`src/rtl/syndrome_stream_packer_pkg.sv`:
```
// syndrome_stream_packer_pkg: frame constants, FSM encodings and size helpers shared with the decoder-side parser.
package syndrome_stream_packer_pkg;
  localparam logic [7:0] START_BYTE_DEF = 8'h01;
  localparam logic [2:0] ST_IDLE   = 3'd0;
  localparam logic [2:0] ST_HEADER = 3'd1;
  localparam logic [2:0] ST_DATA   = 3'd2;
  localparam logic [2:0] ST_WAIT   = 3'd3;
  localparam logic [2:0] ST_PAD    = 3'd4;
  function automatic int calc_m(input int x, input int z);
    return x * z;
  endfunction
  function automatic int calc_bpr(input int m);
    return (m + 7) / 8;
  endfunction
endpackage

```
`src/rtl/syndrome_stream_packer_if.sv`:
```
// syndrome_stream_packer_if: round input stream and byte output stream of the packer.
interface syndrome_stream_packer_if #(parameter int M = 4);
  logic [M-1:0] round_data;
  logic         round_valid;
  logic         round_ready;
  logic         round_last;
  logic [7:0]   out_data;
  logic         out_valid;
  logic         out_ready;
  modport slave (
    input  round_data, round_valid, round_last, out_ready,
    output round_ready, out_data, out_valid
  );
  modport master (
    output round_data, round_valid, round_last, out_ready,
    input  round_ready, out_data, out_valid
  );
endinterface

```
`src/rtl/syndrome_stream_packer.sv`:
```
// syndrome_stream_packer: frames measurement rounds into a header + LSB-first byte stream for the decoder.
module syndrome_stream_packer
  import syndrome_stream_packer_pkg::*;
#(
  parameter int         GRID_WIDTH_X = 4,
  parameter int         GRID_WIDTH_Z = 1,
  parameter int         GRID_WIDTH_U = 3,
  parameter logic [7:0] START_BYTE   = START_BYTE_DEF
) (
  input  logic                     clk,
  input  logic                     reset,
  syndrome_stream_packer_if.slave  bus,
  output logic                     frame_error,
  output logic [7:0]               frames_sent
);
  localparam int M   = calc_m(GRID_WIDTH_X, GRID_WIDTH_Z);
  localparam int BPR = calc_bpr(M);
  localparam int BW  = BPR * 8;
  localparam int RW  = (GRID_WIDTH_U > 1) ? $clog2(GRID_WIDTH_U) : 1;
  localparam int BCW = (BPR > 1) ? $clog2(BPR) : 1;
  localparam logic [RW-1:0]  LAST_ROUND = RW'(GRID_WIDTH_U - 1);
  localparam logic [BCW-1:0] LAST_BYTE  = BCW'(BPR - 1);

  logic [2:0]     state_q, state_d;
  logic [BW-1:0]  buf_q, buf_d;
  logic           last_q, last_d;
  logic [RW-1:0]  rc_q, rc_d;
  logic [BCW-1:0] bc_q, bc_d;
  logic           err_q, err_d;
  logic [7:0]     fs_q, fs_d;
  logic [7:0]     out_data_q, out_data_d;
  logic           out_valid_q, out_valid_d;
  logic           hs, acc, last_byte, last_round;

  function automatic logic [7:0] byte_mux(input logic [BW-1:0] b, input logic [BCW-1:0] i);
    return b[int'(i)*8 +: 8];
  endfunction

  assign bus.round_ready = (state_q == ST_IDLE) || (state_q == ST_WAIT);
  assign bus.out_data    = out_data_q;
  assign bus.out_valid   = out_valid_q;
  assign frame_error     = err_q;
  assign frames_sent     = fs_q;
  assign hs              = out_valid_q && bus.out_ready;
  assign acc             = bus.round_valid && bus.round_ready;
  assign last_byte       = bc_q == LAST_BYTE;
  assign last_round      = rc_q == LAST_ROUND;

  // PAD reuses round/byte counters so it emits exactly the bytes of the rounds still owed.
  always_comb begin
    state_d = state_q;
    buf_d   = buf_q;
    last_d  = last_q;
    rc_d    = rc_q;
    bc_d    = bc_q;
    err_d   = err_q;
    fs_d    = fs_q;
    case (state_q)
      ST_IDLE: if (acc) begin
        buf_d   = BW'(bus.round_data);
        last_d  = bus.round_last;
        rc_d    = '0;
        bc_d    = '0;
        state_d = ST_HEADER;
      end
      ST_HEADER: if (hs) begin
        bc_d    = '0;
        state_d = ST_DATA;
      end
      ST_DATA: if (hs) begin
        if (!last_byte) bc_d = bc_q + 1'b1;
        else if (last_round) begin
          fs_d    = fs_q + 8'd1;
          err_d   = err_q | ~last_q;
          state_d = ST_IDLE;
        end else if (last_q) begin
          err_d   = 1'b1;
          buf_d   = '0;
          rc_d    = rc_q + 1'b1;
          bc_d    = '0;
          state_d = ST_PAD;
        end else state_d = ST_WAIT;
      end
      ST_WAIT: if (acc) begin
        buf_d   = BW'(bus.round_data);
        last_d  = bus.round_last;
        rc_d    = rc_q + 1'b1;
        bc_d    = '0;
        state_d = ST_DATA;
      end
      ST_PAD: if (hs) begin
        if (!last_byte) bc_d = bc_q + 1'b1;
        else if (last_round) begin
          fs_d    = fs_q + 8'd1;
          state_d = ST_IDLE;
        end else begin
          rc_d = rc_q + 1'b1;
          bc_d = '0;
        end
      end
      default: state_d = ST_IDLE;
    endcase
    out_valid_d = (state_d == ST_HEADER) || (state_d == ST_DATA) || (state_d == ST_PAD);
    out_data_d  = (state_d == ST_HEADER) ? START_BYTE :
                  (state_d == ST_DATA)   ? byte_mux(buf_d, bc_d) : 8'h00;
  end

  always_ff @(posedge clk or negedge reset) begin
    if (!reset) begin
      state_q     <= ST_IDLE;
      buf_q       <= '0;
      last_q      <= 1'b0;
      rc_q        <= '0;
      bc_q        <= '0;
      err_q       <= 1'b0;
      fs_q        <= 8'd0;
      out_data_q  <= 8'h00;
      out_valid_q <= 1'b0;
    end else begin
      state_q     <= state_d;
      buf_q       <= buf_d;
      last_q      <= last_d;
      rc_q        <= rc_d;
      bc_q        <= bc_d;
      err_q       <= err_d;
      fs_q        <= fs_d;
      out_data_q  <= out_data_d;
      out_valid_q <= out_valid_d;
    end
  end
endmodule

```
`src/flat_wrapper.sv`:
```
// flat-port wrapper written by rule: the top's interface ports become plain ports
module syndrome_stream_packer_flat import syndrome_stream_packer_pkg::*;
#(
  parameter int         GRID_WIDTH_X = 4,
  parameter int         GRID_WIDTH_Z = 1,
  parameter int         GRID_WIDTH_U = 3,
  parameter logic [7:0] START_BYTE   = START_BYTE_DEF
)
  (clk, reset, frame_error, frames_sent, bus_round_data, bus_round_valid, bus_round_last, bus_out_ready, bus_round_ready, bus_out_data, bus_out_valid);
  syndrome_stream_packer_if #(.M(4)) bus_i ();
  input  logic clk;
  input  logic reset;
  output logic frame_error;
  output logic [7:0] frames_sent;
  input wire logic [$bits(bus_i.round_data)-1:0] bus_round_data;
  input wire logic [$bits(bus_i.round_valid)-1:0] bus_round_valid;
  input wire logic [$bits(bus_i.round_last)-1:0] bus_round_last;
  input wire logic [$bits(bus_i.out_ready)-1:0] bus_out_ready;
  output wire logic [$bits(bus_i.round_ready)-1:0] bus_round_ready;
  output wire logic [$bits(bus_i.out_data)-1:0] bus_out_data;
  output wire logic [$bits(bus_i.out_valid)-1:0] bus_out_valid;
  assign bus_i.round_data = bus_round_data;
  assign bus_i.round_valid = bus_round_valid;
  assign bus_i.round_last = bus_round_last;
  assign bus_i.out_ready = bus_out_ready;
  assign bus_round_ready = bus_i.round_ready;
  assign bus_out_data = bus_i.out_data;
  assign bus_out_valid = bus_i.out_valid;
  syndrome_stream_packer #(.GRID_WIDTH_X(GRID_WIDTH_X), .GRID_WIDTH_Z(GRID_WIDTH_Z), .GRID_WIDTH_U(GRID_WIDTH_U), .START_BYTE(START_BYTE)) u_core (.clk(clk), .reset(reset), .bus(bus_i), .frame_error(frame_error), .frames_sent(frames_sent));
endmodule
```
`config.mk`:
```
export PLATFORM = sky130hd
export DESIGN_NAME = syndrome_stream_packer_flat
export DESIGN_NICKNAME = d
export VERILOG_FILES = /design/src/rtl/syndrome_stream_packer_pkg.sv /design/src/rtl/syndrome_stream_packer_if.sv /design/src/rtl/syndrome_stream_packer.sv /design/src/flat_wrapper.sv
export SDC_FILE = /design/constraint.sdc
export NUM_CORES = 1
export LEC_CHECK = 0
export BUFFER_PORTS_ARGS = -buffer_cell sky130_fd_sc_hd__buf_2
export CAP_MARGIN = 20
export CORE_ASPECT_RATIO = 1.75
export CORE_MARGIN = 5
export CORE_UTILIZATION = 35
export CTS_BUF_LIST = sky130_fd_sc_hd__clkbuf_4
export CTS_CLUSTER_SIZE = 10
export DETAILED_ROUTE_END_ITERATION = 10
export SYNTH_ARGS = -nofsm -noshare
export SYNTH_HDL_FRONTEND = slang
export SYNTH_SLANG_ARGS = --single-unit
```
`constraint.sdc`:
```
create_clock -name clk -period 2.6 [get_ports clk]
set_input_delay 0.52 -clock clk [delete_from_list [all_inputs] [get_ports clk]]
set_output_delay 0.52 -clock clk [all_outputs]
set_load 0.05 [all_outputs]
```
Word-level counts from Yosys, hierarchy flattened
Cells that the tools add are included.
- logic and storage cells: 83
- output and inout bits: 19
- bits in registers: 33
- bitwise logic cells: 3
- equality and inequality tests: 17
- shift-type cells: 1
- $add $sub $neg: 3
- multiplexer cells: 36
- reduce and logical (&&, ||, !) cells: 14
- operators by type and width (kind ; count):
    2-to-1 mux 8 bit ; 7
    2-to-1 mux 3 bit ; 10
    2-to-1 mux 2 bit ; 9
    case mux 8 bit (2 select lines) ; 1
    case mux 3 bit (5 select lines) ; 1
    inequality test 2 x 1 -> 1 bit (second input constant) ; 5
    AND reduction 10 bit ; 1
    == test 3 x 2 -> 1 bit (second input constant) ; 3
    adder 8 x 1 -> 8 bit (second input constant) ; 1
    inequality test 2 bit (second input constant) ; 4
    case mux 2 bit (4 select lines) ; 1
    AND reduction 4 bit ; 2
    indexed part select 8 x 5 -> 8 bit ; 1
    == test 3 x 1 -> 1 bit (second input constant) ; 2
    == test 3 bit (second input constant) ; 2
    2-to-1 mux 1 bit ; 6
    nonzero test 4 bit ; 1
    OR reduction 2 bit ; 2
    logical NOT 3 bit ; 1
    logical OR 1 bit ; 3
    case mux 1 bit (3 select lines) ; 1
    adder 2 x 1 -> 2 bit (second input constant) ; 1
    == test 2 bit (second input constant) ; 1
    logical AND 1 bit ; 2
    5 further kinds ; 6

Depth between registers and ports, before layout
Gate-level depths: netlist of the first run.
- depth in word-level cells: 8
- mapped depth: 8

Worst setup path before layout of the first run
OpenSTA, ideal clock, no wires.
- kind: register -> register
- start point: reg u_core.state_q[0]
- end point: reg u_core.last_q
- period minus slack after synthesis: 2.149 ns
- path slack: 0.451 ns
- setup time: 0.125 ns
- arrival: 2.024 ns
- stages on the path, launching flop included: 6
- cell sequence: dfrtp_1 > buf_2 > xor2_1 > nor2_1 > and2_0 > mux2_2
- cells in the longest elaborated chain, start to end: 4
- elaborated cells between the ends (all ways): 6
- classes of those cells: 1 x eq/ne; 5 x reduce/logical
- RTL lines (what ; line ; text):
    start: declaration ; syndrome_stream_packer.sv:24 ; logic [2:0] state_q, state_d;
    start signal: assignment ; syndrome_stream_packer.sv:120 ; state_q <= state_d;
    == test 3 x 2 -> 1 bit or logical NOT 3 bit (tied branches) ; syndrome_stream_packer.sv:39 ; assign bus.round_ready = (state_q == ST_IDLE) || (state_q == ST_WAIT);
    logical OR 1 bit * ; syndrome_stream_packer.sv:39 ;
    via bus_round_ready ; flat_wrapper.sv:19 ; output wire logic [$bits(bus_i.round_ready)-1:0] bus_round_ready;
    logical AND 1 bit * ; syndrome_stream_packer.sv:45 ; assign acc = bus.round_valid && bus.round_ready;
    AND reduction 2 bit (no source line) * ; n/a ;
    end signal: assignment ; syndrome_stream_packer.sv:122 ; last_q <= last_d;
    end: declaration ; syndrome_stream_packer.sv:26 ; logic last_q, last_d;
The timed path passes the listed nets; every way through them passes the cells marked *.
A chain may end at the register's enable or synchronous reset.

Worst setup path in the final report of the first run
- start point: reg u_core.rc_q[0]
- end point: reg u_core.out_data_q[0], in the netlist u_core.bus.out_data[0]
- cells in the longest elaborated chain, start to end: 8
- elaborated cells between the ends (all ways): 17
- classes of those cells: 3 x eq/ne; 1 x shift; 13 x mux
- RTL lines (what ; line ; text):
    start: declaration ; syndrome_stream_packer.sv:27 ; logic [RW-1:0] rc_q, rc_d;
    start signal: assignment ; syndrome_stream_packer.sv:123 ; rc_q <= rc_d;
    == test 2 bit ; syndrome_stream_packer.sv:47 ; assign last_round = rc_q == LAST_ROUND;
    2-to-1 mux 8 bit ; syndrome_stream_packer.sv:72 ; else if (last_round) begin
    2-to-1 mux 8 bit ; syndrome_stream_packer.sv:71 ; if (!last_byte) bc_d = bc_q + 1'b1;
    2-to-1 mux 8 bit ; syndrome_stream_packer.sv:70 ; ST_DATA: if (hs) begin
    case mux 8 bit (2 select lines) ; syndrome_stream_packer.sv:58 ; case (state_q)
    via u_core.buf_d[0] ; syndrome_stream_packer.sv:25 ; logic [BW-1:0] buf_q, buf_d;
    indexed part select 8 x 5 -> 8 bit ; syndrome_stream_packer.sv:36 ; return b[int'(i)*8 +: 8];
    2-to-1 mux 8 bit ; syndrome_stream_packer.sv:105 ; (state_d == ST_DATA) ? byte_mux(buf_d, bc_d) : 8'h00;
    2-to-1 mux 8 bit ; syndrome_stream_packer.sv:104 ; out_data_d = (state_d == ST_HEADER) ? START_BYTE :
    via u_core.out_data_d[0] ; syndrome_stream_packer.sv:31 ; logic [7:0] out_data_q, out_data_d;
    end signal: assignment ; syndrome_stream_packer.sv:127 ; out_data_q <= out_data_d;
    end: declaration ; syndrome_stream_packer.sv:31 ;
The timed path passes the listed nets, and every way through them passes these cells.

==> metrics.md, run 1 <==
| Metric | Value |
|---|---|
| Die extent in y | 94.64 um |
| Fmax | 0.4676 GHz |
| Crit path DAT | 2370 ps |
| Mux cell area share after synthesis | 2.969% |
| Placed insts | 192 |
| Hold Fails Final Rpt | 0 |
| Hold-fix buffer count after cts | 0 |
| Io pins | 28 |
| PnR worst setup slack | 461.6 ps |
| Min-Delay Path Class | in2async |
| VDD IR max | 0.6345 mV |
| #FFs+latches synth | 33 |
| Non-filler cells, final | 200 |
| CTS tree | yes |
| Pre-CTS WS | 472.4 ps |
| Final Max Slew Viols | 0 |
| Setup crit end kind | flip-flop |
| Min cycle time layout | 2138 ps |
| Congestion Overflow GR | 0 |
| CP Data Required Time | 2830 ps |
| ANT nets after route | 0 |
| R2r setup slk | 460 ps |
| Synth Warn # | 0 |
| Post-layout util | 42.22% |
| RSZ-0062 raised after global routing | no |
| Most frequent cells in the layout | dfrtp_1 (33), buf_2 (27), nand2_1 (11), and3_1 (6), xnor2_1 (6) |
| Status | finished, final reports clean |
| Commonest non-fill, non-tap cell in the layout | dfrtp_1 |
| Worst-case reg-to-reg path depth | 7 |
| Post-synth ARST share | 100.0% |
| Number of flops mapped to enable cells by yosys | 0 |
| Initial Utilization | 36.35% |
| Root buf cell | clkbuf_4 |
| Syn Inst Count | 119 |
| Final period util | 82.25% |
| Drt drc | 0 |
| Clk Latency, worst-skew pair | 330 ps |
| Largest net degree at the start of global routing | 34 |
| Die area | 5523 um2 |
| Setup CP Type | reg2reg |
| Setup Skew | 11.29 ps |
| Seq/Total Area, Yosys | 57.64% |
| Setup-failing EPs final | 0 |
| Post-CTS sizing | 0 |
| Avg WL per Cell | 14.96 um |
| Vias | 1,028 |
| Worst flop-to-flop path startpoint | u_core.rc_q[0] |
| Clock Sinks | 33 |
| Power Dens Cells | 1150 nW/um2 |
| TritonCTS buffer count | 5 |
| Syn nets | 130 |
| Chip Width | 58.36 um |
| Slew margin rel. | 50.28% |
| Leak | 0.8590 nW |
| # fillers | 385 |
| Startpoint types | flip-flop |
| Nets | 162 |
| Number of post-CTS setup repair buffers | 0 |
| Post-route setup TNS | 0 ps |
| Hold WS | 242.8 ps |
| Worst Tran Pin Value | 745.9 ps |
| Core Region | 3941 um2 |
| GPL Wtd Cong | 0.8058 |
| Synthesized area per cell | 12.04 um2 |
| Clk slew on worst S/H paths | 100 ps |
| FF-to-FF End | u_core.bus.out_data[0] |
| Synth Cell Area | 1433 um2 |
| Drt pass-1 iters | 4 |
| All-Layer GR Usage | 12.16% |
| DRT Wirelength | 2992 um |
| Clock Tree Buf Depth | 2 |
| Number of global-route vias before repair | 1,044 |
| # Max-Cap Violations | 0 |
| First-pass GRT wire length | 4981 um |
| Antenna diodes | 0 |
| Initial antenna violation count | 0 |
| Buffers on Ports | 27 |
| CP max FO | 11 |
| Main combinational cell family by area after synthesis | simple AND/OR/NAND/NOR gates |
| Layout cells sized above 1 | 26.97% |
| XOR/XNOR Fraction of Synth Area | 5.502% |
| Compound-gate portion of the synthesized area | 9.694% |
| DRT iter0 DRCs | 38 |
| Yosys cell types | 39 |
| Simple-Gate Fraction of Synth Area | 20.44% |
| Adder-cell share of the synthesized area | 1.747% |
| Ys flop type | dfrtp_1 |
| DR vias/cell | 5.140 |
| Rows | 30 |
| H-tree levels | 2 |
| Setup crit start | u_core.rc_q[0] |
| Synth-to-Final Area Change | 16.16% |
| Post-DP HPWL | 2195 um |
==> registers in the layout, indices dropped and copies added (netlist names) <==
name,flops
u_core.last_q,1
u_core.bc_q,1
u_core.buf_q,8
u_core.bus.out_data,8
u_core.frame_error,1
u_core.bus.out_valid,1
u_core.rc_q,2
u_core.frames_sent,8
u_core.state_q,3
==> cell usage after synthesis (2+ instances only) <==
master   count  share of area (%)
a22o_1       4                2.4
buf_2        2               0.70
inv_1        2               0.52
xor2_1       3                1.8
and2_1       5                2.2
nand4_1      5                2.2
nor2b_1      4                1.7
dfrtp_1     33                 58
nor3b_1      2                1.0
ha_1         2                1.7
and3_1       6                2.6
xnor2_1      6                3.7
nor2_1       5                1.3
and3b_1      3                1.8
mux2i_1      2                1.4
mux2_2       2                1.6
nand2_1     11                2.9
==> worst max-delay path: stages, from the launching register on <==
cell      delay [ps]
dfrtp_1          330
inv_1             50
ha_1             240
and4bb_1         330
nand2_1           70
a221o_1          510
a22o_1           310
a31o_1           210
==> power by group <==
part	internal [mW]	total, mW	leakage [nW]	switching [mW]
Combinational	0.311	0.887	0.393	0.577
Sequential	0.636	0.758	0.436	0.122
Clock	0.0977	0.268	0.0300	0.171
==> cell type report <==
type,count,area (um2),area share [%]
clock buffers,5,37.54,2.256
clock inverters,3,12.51,0.7519
inverters,2,7.507,0.4511
multi-input cells,81,578.1,34.74
flip-flops and latches,33,825.8,49.62
well taps,48,60.06,3.609
repair buffers,28,142.6,8.571
==> how the worst max path moves through the flow <==
stage	slack [ps]	to	depth (start not counted)
floorplan	450	u_core.last_q	5
global placement	540	u_core.bus.out_data[0]	7
detailed placement	470	u_core.bus.out_data[0]	7
CTS	450	u_core.bus.out_data[0]	7
global route	330	u_core.bus.out_data[0]	7
finish	460	u_core.bus.out_data[0]	7
==> cell families (layout without fill, tap and decap cells) <==
| kind of cell | after synthesis | count (layout) |
|---|---|---|
| XOR/XNOR | 9 | 9 |
| flip-flops | 33 | 33 |
| buffers and inverters | 5 | 38 |
| multiplexers | 4 | 4 |
| AND/OR/NAND/NOR | 50 | 50 |
| adder cells (fa/ha/maj) | 2 | 2 |
| AO/OA/AOI/OAI | 16 | 16 |
==> metrics by stage <==
step,power (mW),cell area (um2)
6_report,1.914,1664
5_1_grt,2.064,1664
4_1_cts,1.944,1664
3_5_place_dp,1.662,1614
3_3_place_gp,1.645,1614
2_1_floorplan,1.465,1433
==> layer usage <==
layer	global-route usage (%)	vias to the layer above	routed length (um)
li1	-	490	-
met1	13.62	500	1199
met2	20.06	26	1540
met3	3.283	12	140
met4	7.350	0	110
met5	0	-	0
No activity file was read; power rests on OpenSTA's default activity.
==> run 2: changes to the inputs <==
Settings changed: ABC_AREA from default to 1.
Clock period 2.6 ns to 1.9 ns, I/O delays scaled along.
==> metrics.md, run 2 <==
| Metric | Value |
|---|---|
| Status | finished, final reports clean |
| Clock Sinks | 33 |
| DRT Wirelength | 3362 um |
| Number of flops mapped to enable cells by yosys | 0 |
| Avg WL per Cell | 12.73 um |
| Post-DP HPWL | 2589 um |
| Largest net degree at the start of global routing | 34 |
| Placed insts | 252 |
| Core Region | 4404 um2 |
| Most frequent cells in the layout | nand2_1 (37), dfrtp_1 (31), buf_2 (26), inv_1 (24), nor2_1 (17) |
| Die area | 6008 um2 |
| Fmax | 0.5578 GHz |
| Syn nets | 187 |
| Root buf cell | clkbuf_4 |
| Slew margin rel. | 50.54% |
| Post-route setup TNS | 0 ps |
| Io pins | 28 |
| Yosys cell types | 27 |
| #FFs+latches synth | 33 |
| CP Depth | 4 |
| Worst path buffer plus inverter count | 1 |
| First-pass GRT wire length | 5388 um |
| CTS tree | yes |
| Seq/Total Area, Yosys | 52.30% |
| Clk Latency, worst-skew pair | 340 ps |
| Leak | 0.9904 nW |
| Startpoint types | flip-flop |
| Synth top cells by count | nand2_1 (37), dfrtp_1 (33), inv_1 (24) |
| Critical-path top delay cell | dfrtp_2 |
| Most common cell in the netlist | nand2_1 |
| Die extent in y | 98.86 um |
| Congestion Overflow GR | 0 |
| Clk slew on worst S/H paths | 100 ps |
| DRT iter0 DRCs | 28 |
| R2r setup slk | 240 ps |
| Worst-case reg-to-reg path depth | 11 |
| Setup crit end kind | output pin |
| Rows | 32 |
| CP Data Required Time | 1520 ps |
| All-Layer GR Usage | 12.36% |
| Synth area leaders | dfrtp_1 (52%), nand2_1 (8.8%), inv_1 (5.7%) |
| Biggest area consumer among synthesized cells | dfrtp_1 |
| Number of global-route vias before repair | 1,239 |
| Nets | 223 |
| Initial Utilization | 35.85% |
| Clock Tree Buf Depth | 2 |
| Post-synth ARST share | 100.0% |
| H-tree levels | 2 |
| Min-Delay Path Class | in2async |
| # Max-Cap Violations | 0 |
| RSZ-0062 raised after global routing | no |
| DR vias/cell | 4.784 |
| Min cycle time layout | 1793 ps |
| GPL Wtd Cong | 0.9102 |
| Area share of the largest cell type after synthesis | 52.30% |
| Post-layout util | 42.22% |
| Final period util | 94.36% |
| Synth-to-Final Area Change | 17.75% |
| VDD IR max | 0.7851 mV |
| Hold-fix buffer count after cts | 0 |
| Setup CP Type | reg2out |
| Chip Width | 60.78 um |
| Initial antenna violation count | 0 |
| Buffers on Ports | 27 |
| Setup-failing EPs final | 0 |
| Layout cells sized above 1 | 28.17% |
| Commonest non-fill, non-tap cell in the layout | nand2_1 |
| Worst Tran Pin Value | 741.9 ps |
| CP max FO | 7 |
| Non-filler cells, final | 264 |
| TritonCTS buffer count | 5 |
| Ys flop type | dfrtp_1 |
| Synthesized area per cell | 8.972 um2 |
| Vias | 1,263 |
| Crit path cell chain | nor2_1, nand2_2, nand2_4, buf_6 |
| Final Max Slew Viols | 0 |
| Antenna diodes | 0 |
| Drt drc | 0 |
| Setup Skew | 5.942 ps |
| Synth Cell Area | 1579 um2 |
| Crit path DAT | 1410 ps |
| Syn Inst Count | 176 |
| ANT nets after route | 0 |
| Hold Fails Final Rpt | 0 |
| Delay-heaviest family, CP | flip-flops |
| Drt pass-1 iters | 4 |
| Synth Warn # | 0 |
| Power Dens Cells | 1499 nW/um2 |
| Largest stage delay, worst path | 470 ps |
==> run 2: worst paths after layout <==
check	start	end
setup reg to reg	u_core.rc_q[0]	u_core.bus.out_data[6]
max in group asynchronous	reset	u_core.state_q[2]
hold / removal	reset	u_core.rc_q[0]
min in group clk	bus_round_last	u_core.last_q
hold reg to reg	u_core.buf_q[3]	u_core.buf_q[3]
setup / recovery	u_core.state_q[2]	bus_round_ready
==> run 2: metal layers <==
layer  GRT usage [%]  vias up  routed length [um]
li1                -      620                   -
met1           11.72      593                1187
met2           20.94       36                1826
met3           3.932       14                 162
met4           9.182        0                 186
met5               0        -                   0
==> run 2: area by class of cell <==
cell class	instances	area, um2
Fill cell	479	2545
Sequential cell	33	828.3
Multi-Input combinational cell	114	639.4
Timing Repair Buffer	31	171.4
Inverter	27	101.3
Tap cell	51	63.81
Clock buffer	5	37.54
Clock inverter	3	17.52
==> run 2: logic make-up after synthesis <==
logic type | after synthesis | synth area share [%]
xor+xnor | 7 | 3.883
buf+inv | 29 | 7.211
mux | 1 | 0.7131
simple gates | 88 | 28.76
fa+ha+maj | 2 | 1.585
compound gates | 16 | 5.546
flops | 33 | 52.30
==> run 2: power by group <==
group	total [mW]	internal [mW]	switching, mW
logic	1.42	0.458	0.963
clock network	0.384	0.139	0.245
registers	0.981	0.857	0.124
==> run 2: repair_timing <==
| item | 4_1_cts | 5_1_grt |
|---|---|---|
| gates cloned | 0 | 0 |
| setup buffers | 0 | 4 |
| setup endpoints to repair | 1 | 1 |
| pin swaps | 0 | 1 |
| gates resized for setup | 2 | 2 |
==> run 2: metrics by stage <==
step / hold slack, ps / power (mW) / area [um2] / worst slack, ps
floorplan: 84.41 / 2.001 / 1579 / 158.6
global placement: 450.3 / 2.296 / 1765 / 193.2
detailed placement: 450.0 / 2.303 / 1765 / 194.1
CTS: 103.6 / 2.711 / 1824 / 26.93
global route: 131.1 / 3.006 / 1859 / 8.677
finish: 91.60 / 2.787 / 1859 / 107.2
==> run 3: changes to the inputs <==
Settings changed: SETUP_SLACK_MARGIN from default to 0.5.
==> metrics.md, run 3 (synthesized netlist as in run 2, its figures left out) <==
| Metric | Value |
|---|---|
| Status | finished, final reports clean |
| Delay-heaviest family, CP | flip-flops |
| Startpoint types | flip-flop |
| Clk Latency, worst-skew pair | 340 ps |
| Setup crit start | u_core.state_q[0] |
| Slew margin rel. | 51.74% |
| Worst path buffer plus inverter count | 2 |
| Clk slew on worst S/H paths | 110 ps |
| DRT iter0 DRCs | 20 |
| Min cycle time layout | 1636 ps |
| DR vias/cell | 4.765 |
| CP Data Required Time | 1520 ps |
| Worst flop-to-flop path startpoint | u_core.state_q[1] |
| Min-Delay Path Class | in2async |
| Final period util | 86.10% |
| Hold WS | 75.60 ps |
| Setup crit end kind | output pin |
| Layout cells sized above 1 | 49.15% |
| Synth-to-Final Area Change | 42.55% |
| # Max-Cap Violations | 0 |
| GRT met2 Usage | 23.17% |
| First-pass GRT wire length | 6120 um |
| Critical-path top delay cell | dfrtp_2 |
| H-tree levels | 2 |
| Met1 Resource Use GR | 14.38% |
| DRT Wirelength | 3742 um |
| Io pins | 28 |
| Gr busiest metal | met2 |
| Vias | 1,358 |
| Post-route setup TNS | 0 ps |
| Post-DP HPWL | 2456 um |
| Drt pass-1 iters | 4 |
| TritonCTS buffer count | 5 |
| Buffers on Ports | 27 |
| Leak | 1.168 nW |
| Setup Skew | 14.71 ps |
| Most frequent cells in the layout | buf_4 (29), dfrtp_1 (28), nand2_1 (25), inv_1 (23), buf_2 (18) |
| Die extent in y | 98.86 um |
| Power Dens Cells | 1563 nW/um2 |
| Worst Tran Pin Value | 723.9 ps |
| PnR worst setup slack | 264.1 ps |
| All-Layer GR Usage | 13.47% |
| VDD IR max | 0.7972 mV |
| Worst-case reg-to-reg path depth | 8 |
| Final Max Slew Viols | 0 |
| Hold Fails Final Rpt | 0 |
| Nets | 244 |
| Rows | 32 |
| Pre-CTS WS | 270.6 ps |
| RSZ-0062 raised after global routing | yes |
| Drt drc | 0 |
| Crit path cell chain | inv_2, nor2_4, nand2_4, nand2_8, buf_8 |
| CTS tree | yes |
| Commonest non-fill, non-tap cell in the layout | buf_4 |
| Largest net degree at the start of global routing | 34 |
| FF-to-FF End | u_core.bus.out_data[3] |
| Core Region | 4404 um2 |
| Avg WL per Cell | 13.13 um |
| Initial Utilization | 35.85% |
| GRT met3 Usage | 3.014% |
| Largest stage delay, worst path | 440 ps |
| Fmax | 0.6113 GHz |
| Initial antenna violation count | 0 |
| Crit path DAT | 1260 ps |
| Root buf cell | clkbuf_4 |
| Setup-failing EPs final | 0 |
| Chip Width | 60.78 um |
| Congestion Overflow GR | 0 |
| Design Power | 3.519 mW |
| Antenna diodes | 0 |
| Clock Tree Buf Depth | 2 |
| R2r setup slk | 330 ps |
| Number of global-route vias before repair | 1,402 |
| Die area | 6008 um2 |
| CP max FO | 4 |
| Hold-fix buffer count after cts | 0 |
| Setup CP Type | reg2out |
| GPL Wtd Cong | 0.8001 |
| ANT nets after route | 0 |
| Clock Sinks | 33 |
[run 3: cell types whose count changed in the layout (fill, tap and decap cells not counted), moves of 5 or more]
cell,before,now
buf_4,4,29
nand2_1,37,25
nor2_1,17,8
buf_2,26,18
nand2_2,6,12
nand2_4,2,7
nor2_4,2,7
[run 3: worst max path at each step]
| stage | end | slack [ps] | depth (start not counted) |
|---|---|---|---|
| floorplan | u_core.bus.out_data[1] | 490 | 8 |
| global placement | u_core.bus.out_data[7] | 330 | 10 |
| detailed placement | u_core.bus.out_data[6] | 270 | 10 |
| CTS | bus_round_ready | 230 | 5 |
| global route | bus_round_ready | 210 | 4 |
| finish | bus_round_ready | 260 | 5 |
[run 3: per-stage QoR]
| step | instance area (um2) | instances | utilization [%] |
|---|---|---|---|
| final | 2251 | 285 | 51.11 |
| after global routing | 2251 | 285 | 51.11 |
| after CTS | 2100 | 276 | 47.67 |
| after detailed placement | 1797 | 252 | 40.80 |
| after global placement | 1797 | 252 | 40.80 |
| after floorplan | 1610 | 176 | - |
[run 3: per-layer routing]
metal,share of wire (%),routed length (um)
met1,37,1402
met2,55,2076
met3,3.1,116
met4,3.9,147
met5,0,0
[run 3: area by class of cell]
class / instances / area, um2
Multi-Input combinational cell: 114 / 829.5
Fill cell: 437 / 2153
Clock buffer: 5 / 37.54
Timing Repair Buffer: 52 / 364.1
Sequential cell: 33 / 832.0
Inverter: 27 / 106.4
Tap cell: 51 / 63.81
Clock inverter: 3 / 17.52
[run 3: timing repair]
item | 4_1_cts | 5_1_grt
pin swaps | 11 | 13
gates resized for setup | 37 | 27
endpoints found under the setup margin | 31 | 36
hold endpoints to repair | 0 | 0
buffers inserted | 16 | 9
[run 3: report_power, final]
group	switching (mW)	internal (mW)	total, mW	leakage [nW]
clock	0.249	0.139	0.388	0.0310
combinational	1.28	0.852	2.13	0.712
sequential	0.135	0.863	0.998	0.425
total	1.66	1.85	3.52	1.17
